<file path="config.mk">
export PLATFORM = sky130hd
export DESIGN_NAME = stack_sequencer_flat
export DESIGN_NICKNAME = d
export VERILOG_FILES = /design/src/rtl/stack_sequencer_if.sv /design/src/rtl/stack_sequencer.sv /design/src/flat_wrapper.sv
export SDC_FILE = /design/constraint.sdc
export NUM_CORES = 1
export LEC_CHECK = 0
export BUFFER_PORTS_ARGS = -buffer_cell sky130_fd_sc_hd__buf_2
export CAP_MARGIN = 20
export CORE_MARGIN = 2
export CORE_UTILIZATION = 47
export DETAILED_ROUTE_END_ITERATION = 8
export GPL_TIMING_DRIVEN = 0
export PLACE_DENSITY = 0.75
export RECOVER_POWER = 25
export SYNTH_ARGS = -nofsm -noshare
export SYNTH_HDL_FRONTEND = slang
export SYNTH_SLANG_ARGS = --single-unit
</file>
<file path="constraint.sdc">
create_clock -name i_Clk -period 2.87 [get_ports i_Clk]
set_clock_uncertainty 0.2 [all_clocks]
set_input_delay 0.574 -clock i_Clk [delete_from_list [all_inputs] [get_ports i_Clk]]
set_output_delay 0.574 -clock i_Clk [all_outputs]
set_load 0.02 [all_outputs]
</file>
<file path="src/rtl/stack_sequencer_if.sv">
// Memory-side request/acknowledge bus of the stack sequencer.
// The master drives the registered request; the slave answers with ack and read data.
interface stack_sequencer_if #(
  parameter int ADDR_W = 16,
  parameter int DATA_W = 8
);
  logic              o_Mem_Req;
  logic              o_Mem_We;
  logic [ADDR_W-1:0] o_Mem_Addr;
  logic [DATA_W-1:0] o_Mem_Wdata;
  logic              i_Mem_Ack;
  logic [DATA_W-1:0] i_Mem_Rdata;

  modport master (
    output o_Mem_Req, o_Mem_We, o_Mem_Addr, o_Mem_Wdata,
    input  i_Mem_Ack, i_Mem_Rdata
  );

  modport slave (
    input  o_Mem_Req, o_Mem_We, o_Mem_Addr, o_Mem_Wdata,
    output i_Mem_Ack, i_Mem_Rdata
  );
endinterface

</file>
<file path="src/rtl/stack_sequencer.sv">
// Stack-operation sequencer: owns SP and runs CALL/RET/RST/PUSH/POP/RETI
// over a wait-state tolerant memory handshake, returning the new PC.
module stack_sequencer #(
  parameter int              ADDR_W   = 16,
  parameter int              DATA_W   = 8,
  parameter logic [ADDR_W-1:0] SP_RESET = 16'hFFFE
) (
  input  logic                i_Clk,
  input  logic                i_Reset_n,
  input  logic                i_Start,
  input  logic [2:0]          i_Op,
  input  logic                i_Cond_Met,
  input  logic [ADDR_W-1:0]   i_Target,
  input  logic [2:0]          i_Vector,
  input  logic [ADDR_W-1:0]   i_PC,
  input  logic [2*DATA_W-1:0] i_Push_Data,
  input  logic                i_SP_Load,
  input  logic [ADDR_W-1:0]   i_SP_Value,
  stack_sequencer_if.master   mem,
  output logic                o_Busy,
  output logic                o_Done,
  output logic                o_PC_Load,
  output logic [ADDR_W-1:0]   o_PC_Value,
  output logic [2*DATA_W-1:0] o_Pop_Data,
  output logic                o_IME_Set,
  output logic                o_Skipped,
  output logic                o_Illegal,
  output logic [ADDR_W-1:0]   o_SP
);

  localparam logic [2:0] OP_CALL = 3'd0;
  localparam logic [2:0] OP_RET  = 3'd1;
  localparam logic [2:0] OP_RST  = 3'd2;
  localparam logic [2:0] OP_PUSH = 3'd3;
  localparam logic [2:0] OP_POP  = 3'd4;
  localparam logic [2:0] OP_RETI = 3'd5;

  typedef enum logic [2:0] {
    S_IDLE, S_DEC, S_WR_HI, S_WR_LO, S_RD_LO, S_RD_HI, S_FIN, S_DONE
  } state_t;

  state_t              r_State, w_Next_State;
  logic [2:0]          r_Op;
  logic                r_Skip, r_Ill;
  logic [ADDR_W-1:0]   r_SP, w_SP_Next;
  logic [ADDR_W-1:0]   r_PC_Value;
  logic [2*DATA_W-1:0] r_Pop_Data, r_Word;
  logic                r_Mem_Req, r_Mem_We;
  logic [ADDR_W-1:0]   r_Mem_Addr;
  logic [DATA_W-1:0]   r_Mem_Wdata;
  logic                w_Ack, w_Accept, w_Start_Skip, w_Start_Ill, w_Next_Access;

  // An ack only counts while a request is actually outstanding.
  assign w_Ack        = r_Mem_Req & mem.i_Mem_Ack;
  assign w_Accept     = (r_State == S_IDLE) & i_Start & ~i_SP_Load;
  assign w_Start_Skip = ((i_Op == OP_CALL) | (i_Op == OP_RET)) & ~i_Cond_Met;
  assign w_Start_Ill  = (i_Op > OP_RETI);
  assign w_Next_Access = (w_Next_State == S_WR_HI) | (w_Next_State == S_WR_LO) |
                         (w_Next_State == S_RD_LO) | (w_Next_State == S_RD_HI);

  always_ff @(posedge i_Clk or negedge i_Reset_n) begin
    if (!i_Reset_n) r_State <= S_IDLE;
    else            r_State <= w_Next_State;
  end

  always_comb begin
    w_Next_State = r_State;
    case (r_State)
      S_IDLE: begin
        if (w_Accept) begin
          if (w_Start_Ill || w_Start_Skip)                          w_Next_State = S_DONE;
          else if (i_Op == OP_CALL || i_Op == OP_RST || i_Op == OP_PUSH) w_Next_State = S_DEC;
          else                                                      w_Next_State = S_RD_LO;
        end
      end
      S_DEC:   w_Next_State = S_WR_HI;
      S_WR_HI: if (w_Ack) w_Next_State = S_WR_LO;
      S_WR_LO: if (w_Ack) w_Next_State = S_DONE;
      S_RD_LO: if (w_Ack) w_Next_State = S_RD_HI;
      S_RD_HI: if (w_Ack) w_Next_State = (r_Op == OP_POP) ? S_DONE : S_FIN;
      S_FIN:   w_Next_State = S_DONE;
      S_DONE:  w_Next_State = S_IDLE;
      default: w_Next_State = S_IDLE;
    endcase
  end

  always_comb begin
    o_Busy    = (r_State != S_IDLE);
    o_Done    = (r_State == S_DONE);
    o_PC_Load = o_Done & ~r_Skip & ~r_Ill & (r_Op != OP_PUSH) & (r_Op != OP_POP);
    o_IME_Set = o_Done & ~r_Ill & (r_Op == OP_RETI);
    o_Skipped = o_Done & r_Skip;
    o_Illegal = o_Done & r_Ill;
  end

  // SP arithmetic wraps naturally at ADDR_W bits.
  always_comb begin
    w_SP_Next = r_SP;
    case (r_State)
      S_IDLE:          if (i_SP_Load) w_SP_Next = i_SP_Value;
      S_DEC:           w_SP_Next = r_SP - 1'b1;
      S_WR_HI:         if (w_Ack) w_SP_Next = r_SP - 1'b1;
      S_RD_LO, S_RD_HI: if (w_Ack) w_SP_Next = r_SP + 1'b1;
      default:         w_SP_Next = r_SP;
    endcase
  end

  always_ff @(posedge i_Clk) begin
    if (w_Accept)
      r_Word <= (i_Op == OP_PUSH) ? i_Push_Data : (2*DATA_W)'(i_PC);
  end

  always_ff @(posedge i_Clk or negedge i_Reset_n) begin
    if (!i_Reset_n) begin
      r_Op        <= OP_CALL;
      r_Skip      <= 1'b0;
      r_Ill       <= 1'b0;
      r_SP        <= SP_RESET;
      r_PC_Value  <= '0;
      r_Pop_Data  <= '0;
      r_Mem_Req   <= 1'b0;
      r_Mem_We    <= 1'b0;
      r_Mem_Addr  <= '0;
      r_Mem_Wdata <= '0;
    end else begin
      r_SP <= w_SP_Next;
      if (w_Accept) begin
        r_Op   <= i_Op;
        r_Skip <= w_Start_Skip;
        r_Ill  <= w_Start_Ill;
        if (i_Op == OP_CALL)     r_PC_Value <= i_Target;
        else if (i_Op == OP_RST) r_PC_Value <= ADDR_W'({i_Vector, 3'b000});
      end
      if (r_State == S_RD_LO && w_Ack) r_Pop_Data[DATA_W-1:0] <= mem.i_Mem_Rdata;
      if (r_State == S_RD_HI && w_Ack) begin
        r_Pop_Data[2*DATA_W-1:DATA_W] <= mem.i_Mem_Rdata;
        if (r_Op != OP_POP) r_PC_Value <= ADDR_W'({mem.i_Mem_Rdata, r_Pop_Data[DATA_W-1:0]});
      end
      // Request fields are loaded on entry to an access state and frozen through its waits.
      r_Mem_Req <= w_Next_Access;
      if (w_Next_Access) begin
        r_Mem_Addr  <= w_SP_Next;
        r_Mem_We    <= (w_Next_State == S_WR_HI) | (w_Next_State == S_WR_LO);
        r_Mem_Wdata <= (w_Next_State == S_WR_HI) ? r_Word[2*DATA_W-1:DATA_W] : r_Word[DATA_W-1:0];
      end
    end
  end

  assign mem.o_Mem_Req   = r_Mem_Req;
  assign mem.o_Mem_We    = r_Mem_We;
  assign mem.o_Mem_Addr  = r_Mem_Addr;
  assign mem.o_Mem_Wdata = r_Mem_Wdata;
  assign o_PC_Value      = r_PC_Value;
  assign o_Pop_Data      = r_Pop_Data;
  assign o_SP            = r_SP;

endmodule

</file>
<file path="src/flat_wrapper.sv">
// flat-port wrapper written by rule: the top's interface ports become plain ports
module stack_sequencer_flat 
#(
  parameter int              ADDR_W   = 16,
  parameter int              DATA_W   = 8,
  parameter logic [ADDR_W-1:0] SP_RESET = 16'hFFFE
)
  (i_Clk, i_Reset_n, i_Start, i_Op, i_Cond_Met, i_Target, i_Vector, i_PC, i_Push_Data, i_SP_Load, i_SP_Value, o_Busy, o_Done, o_PC_Load, o_PC_Value, o_Pop_Data, o_IME_Set, o_Skipped, o_Illegal, o_SP, mem_o_Mem_Req, mem_o_Mem_We, mem_o_Mem_Addr, mem_o_Mem_Wdata, mem_i_Mem_Ack, mem_i_Mem_Rdata);
  stack_sequencer_if #(.ADDR_W(ADDR_W), .DATA_W(DATA_W)) mem_i ();
  input  logic i_Clk;
  input  logic i_Reset_n;
  input  logic i_Start;
  input  logic [2:0] i_Op;
  input  logic i_Cond_Met;
  input  logic [ADDR_W-1:0] i_Target;
  input  logic [2:0] i_Vector;
  input  logic [ADDR_W-1:0] i_PC;
  input  logic [2*DATA_W-1:0] i_Push_Data;
  input  logic i_SP_Load;
  input  logic [ADDR_W-1:0] i_SP_Value;
  output logic o_Busy;
  output logic o_Done;
  output logic o_PC_Load;
  output logic [ADDR_W-1:0] o_PC_Value;
  output logic [2*DATA_W-1:0] o_Pop_Data;
  output logic o_IME_Set;
  output logic o_Skipped;
  output logic o_Illegal;
  output logic [ADDR_W-1:0] o_SP;
  output wire logic [$bits(mem_i.o_Mem_Req)-1:0] mem_o_Mem_Req;
  output wire logic [$bits(mem_i.o_Mem_We)-1:0] mem_o_Mem_We;
  output wire logic [$bits(mem_i.o_Mem_Addr)-1:0] mem_o_Mem_Addr;
  output wire logic [$bits(mem_i.o_Mem_Wdata)-1:0] mem_o_Mem_Wdata;
  input wire logic [$bits(mem_i.i_Mem_Ack)-1:0] mem_i_Mem_Ack;
  input wire logic [$bits(mem_i.i_Mem_Rdata)-1:0] mem_i_Mem_Rdata;
  assign mem_o_Mem_Req = mem_i.o_Mem_Req;
  assign mem_o_Mem_We = mem_i.o_Mem_We;
  assign mem_o_Mem_Addr = mem_i.o_Mem_Addr;
  assign mem_o_Mem_Wdata = mem_i.o_Mem_Wdata;
  assign mem_i.i_Mem_Ack = mem_i_Mem_Ack;
  assign mem_i.i_Mem_Rdata = mem_i_Mem_Rdata;
  stack_sequencer #(.ADDR_W(ADDR_W), .DATA_W(DATA_W), .SP_RESET(SP_RESET)) u_core (.i_Clk(i_Clk), .i_Reset_n(i_Reset_n), .i_Start(i_Start), .i_Op(i_Op), .i_Cond_Met(i_Cond_Met), .i_Target(i_Target), .i_Vector(i_Vector), .i_PC(i_PC), .i_Push_Data(i_Push_Data), .i_SP_Load(i_SP_Load), .i_SP_Value(i_SP_Value), .mem(mem_i), .o_Busy(o_Busy), .o_Done(o_Done), .o_PC_Load(o_PC_Load), .o_PC_Value(o_PC_Value), .o_Pop_Data(o_Pop_Data), .o_IME_Set(o_IME_Set), .o_Skipped(o_Skipped), .o_Illegal(o_Illegal), .o_SP(o_SP));
endmodule
</file>
==> reports/metrics.yaml <==
logic_synthesis:
  syn_nets: 587
  synth-seq-cells: 98
  syn_area_um2: 5218
  ys_warn_count: 0
  synthFlopType: "dfrtp_1"
  synth_area_per_cell_um2: 10.41
  async_reset_ff_share_pct: 83.67
  ys_seq_area_share_pct: 48.90
  synth_cells: 501
  synth_cell_type_count: 68
  synth_edf_count: 16
timing:
  fmax_mhz: 356.4
  setup_viol_count_final: 0
  worstMarginPinSlew_ns: 1.401
  hold_viol_final: 0
  slew_violations: 0
  finalSetupTns_ns: 0
  slew_headroom_pct: 6.601
  period_needed_ns: 2.806
  fin_crit_sh_pct: 97.77
  setup_ws_ns: 0.06392
finish:
  num-fill-cells: 940
  drive_gt1_share_pct: 41.29
  finish.utilization_pct: 59.95
  multi_input_area_um2: 2520
  nets: 764
  area_growth_pct: 24.56
  layout_common_cells: "168 x buf_2, 66 x dfrtp_1, 56 x mux2_2, 44 x o21ai_0, 44 x nand2_1"
  final_common_cell: "buf_2"
  diodes: 0
  regArea_um2: 2552
  final_cells: 823
die:
  initial_core_util_pct: 48.13
  die_width_um: 109.4
  dieArea_um2: 11960
  coreArea_um2: 10840
  floorplan.rows: 38
  die_y_um: 109.4
  io_pins: 164
critical_path:
  crit_path_start_kind: "flop"
  crit_path_max_fanout: 10
  crit_type: "flop to output port"
  critPathArrivalTime_ns: 2.03
  crit_required_ns: 2.10
  endpoint_kind: "output port"
cts:
  htreeDepth: 3
  cts.path.max_buffers: 2
  insertion_delay_ns: 0.38
  cts_buffers: 9
  clk_pin_slew_ns: 0.09
  cts-root-buf: "clkbuf_8"
  clkSinkCount: 98
  cts_tree: "done"
global_routing:
  antenna_found_initial: 0
  grt_pass1_wl_um: 22630
  track_usage_pct: 24.65
  grt_start_max_net_pins: 59
  grt_pass1_vias: 4587
  grt_overflow: 0
power:
  cellPowerDensity_nw_per_um2: 1137
  ir_worst_vdd_mv: 0.4984
  p_leak_nw: 2.886
detailed_routing:
  post_drt_via_cell_ratio: 5.734
  antenna_left: 0
  firstDrtPassIters: 5
  vias: 4719
  drt_wl_total_um: 14240
  drc: 0
  drtIter0Drc: 229
  wl_per_cell_um: 17.30
placement:
  routabilityCongestion: 0.8963
  place_inst: 805
  io_buffers: 163
  dp_slack_ns: -0.7893
  dpl.hpwl_um: 10390
flow_run:
  maxCapViolCount: 0
worst_hold_path:
  worstHoldPathType: "input pin to flop"
status:
  status: "finished, final reports clean"
worst max-delay path, stage by stage (launching register included):
cell	delay, ns
dfrtp_2	0.44
clkbuf_4	0.24
clkbuf_4	0.23
nand3_1	0.21
nor4_2	0.31
buf_2	0.22
logic make-up (layout without fill, tap and decap cells):
group | after synthesis | after routing | share of synthesized area [%]
AOI/OAI and AO/OA | 130 | 130 | 16.38
buffers and inverters | 43 | 225 | 3.549
muxes | 60 | 60 | 12.85
and+or+nand+nor | 165 | 165 | 17.34
DFF | 98 | 98 | 48.90
xor gates and xnor gates | 3 | 3 | 0.5037
adders and majority gates | 2 | 2 | 0.4795
path summary, 6_finish.rpt:
path | slack (ns) | endpoint | startpoint | depth (start not counted)
max in group asynchronous | 0.66 | u_core.o_SP[9] | i_Reset_n | 3
setup / recovery | 0.06 | o_PC_Load | u_core.r_State[2] | 5
hold / removal | 0.23 | u_core.o_PC_Value[11] | mem_i_Mem_Rdata[3] | 3
hold reg to reg | 0.30 | u_core.mem.o_Mem_Wdata[2] | u_core.mem.o_Mem_Wdata[2] | 1
min in group asynchronous | 0.84 | u_core.mem.o_Mem_Addr[2] | i_Reset_n | 2
setup reg to reg | 0.14 | u_core.mem.o_Mem_Addr[10] | u_core.o_SP[0] | 9
synth_stat cells (3+ instances only):
master    number  area, um2
a22o_1         8      70.07
a21o_1         4      30.03
inv_1         10      37.54
a21oi_1       30      150.1
nand2_1       44      165.2
buf_1          3      11.26
and2_1         3      18.77
dfrtp_1       67       1677
nand2b_1       5      31.28
o211ai_1       7      52.55
a221oi_1       4      35.03
nor2_1        30      112.6
dfstp_2       15      394.1
buf_2          6      30.03
nor4_1         8      50.05
clkbuf_1      19      71.32
mux2i_1        4      40.04
a22oi_1        4      30.03
nor3b_1       16      120.1
nand4_1        5      31.28
nand3_1       13      65.06
nor3_1        14      70.07
o21ai_0       44      220.2
or3_1          3      18.77
a221o_1        4      40.04
edfxtp_1      16      480.5
a211oi_1       4      30.03
nor2b_1        4      25.02
mux2_2        56      630.6
per-stage QoR:
step	cell area (um2)	total power, mW	hold slack [ns]
2_1_floorplan	5218	5.217	0.07841
3_3_place_gp	6208	6.339	0.2822
3_5_place_dp	6238	6.458	0.2878
4_1_cts	6460	7.362	0.2119
5_1_grt	6499	7.908	0.2257
6_report	6499	7.388	0.2284
routing by layer:
layer | share of wire (%) | GRT usage [%] | up-vias
met4 | 2.1 | 10.13 | 0
met1 | 43 | 32.59 | 2279
met2 | 48 | 39.51 | 207
met5 | 0 | 0 | -
met3 | 7.2 | 5.276 | 20
li1 | - | - | 2213
timing repair:
item	CTS	global route
pin swaps	1	0
gates cloned	0	0
endpoints found under the hold margin	12	0
hold buffers	1	0
setup buffers	1	0
resized for setup	8	14
setup endpoints to repair	40	23
sequential cells by signal, indices dropped and copies added, names as in the netlist:
register                flops
u_core.o_Pop_Data          16
u_core.mem.o_Mem_We         1
u_core.r_Ill                1
u_core.r_Word              16
u_core.r_Op                 3
u_core.r_State              3
u_core.r_Skip               1
u_core.mem.o_Mem_Wdata      8
u_core.o_PC_Value          16
u_core.o_SP                16
u_core.mem.o_Mem_Req        1
u_core.mem.o_Mem_Addr      16
power by group:
group,leakage (nW),switching [mW],internal [mW]
clock,0.0927,0.471,0.386
combinational,1.66,2.42,1.61
sequential,1.13,0.407,2.09
cell type report:
| class | instances | area share, % |
|---|---|---|
| Timing Repair Buffer | 166 | 13.23 |
| Clock inverter | 2 | 0.1925 |
| Sequential cell | 98 | 39.28 |
| Inverter | 11 | 0.7124 |
| Tap cell | 140 | 2.695 |
| Buffer | 32 | 2.464 |
| Clock buffer | 14 | 2.657 |
| Multi-Input combinational cell | 360 | 38.78 |
Power figures use the tool's default switching activity.
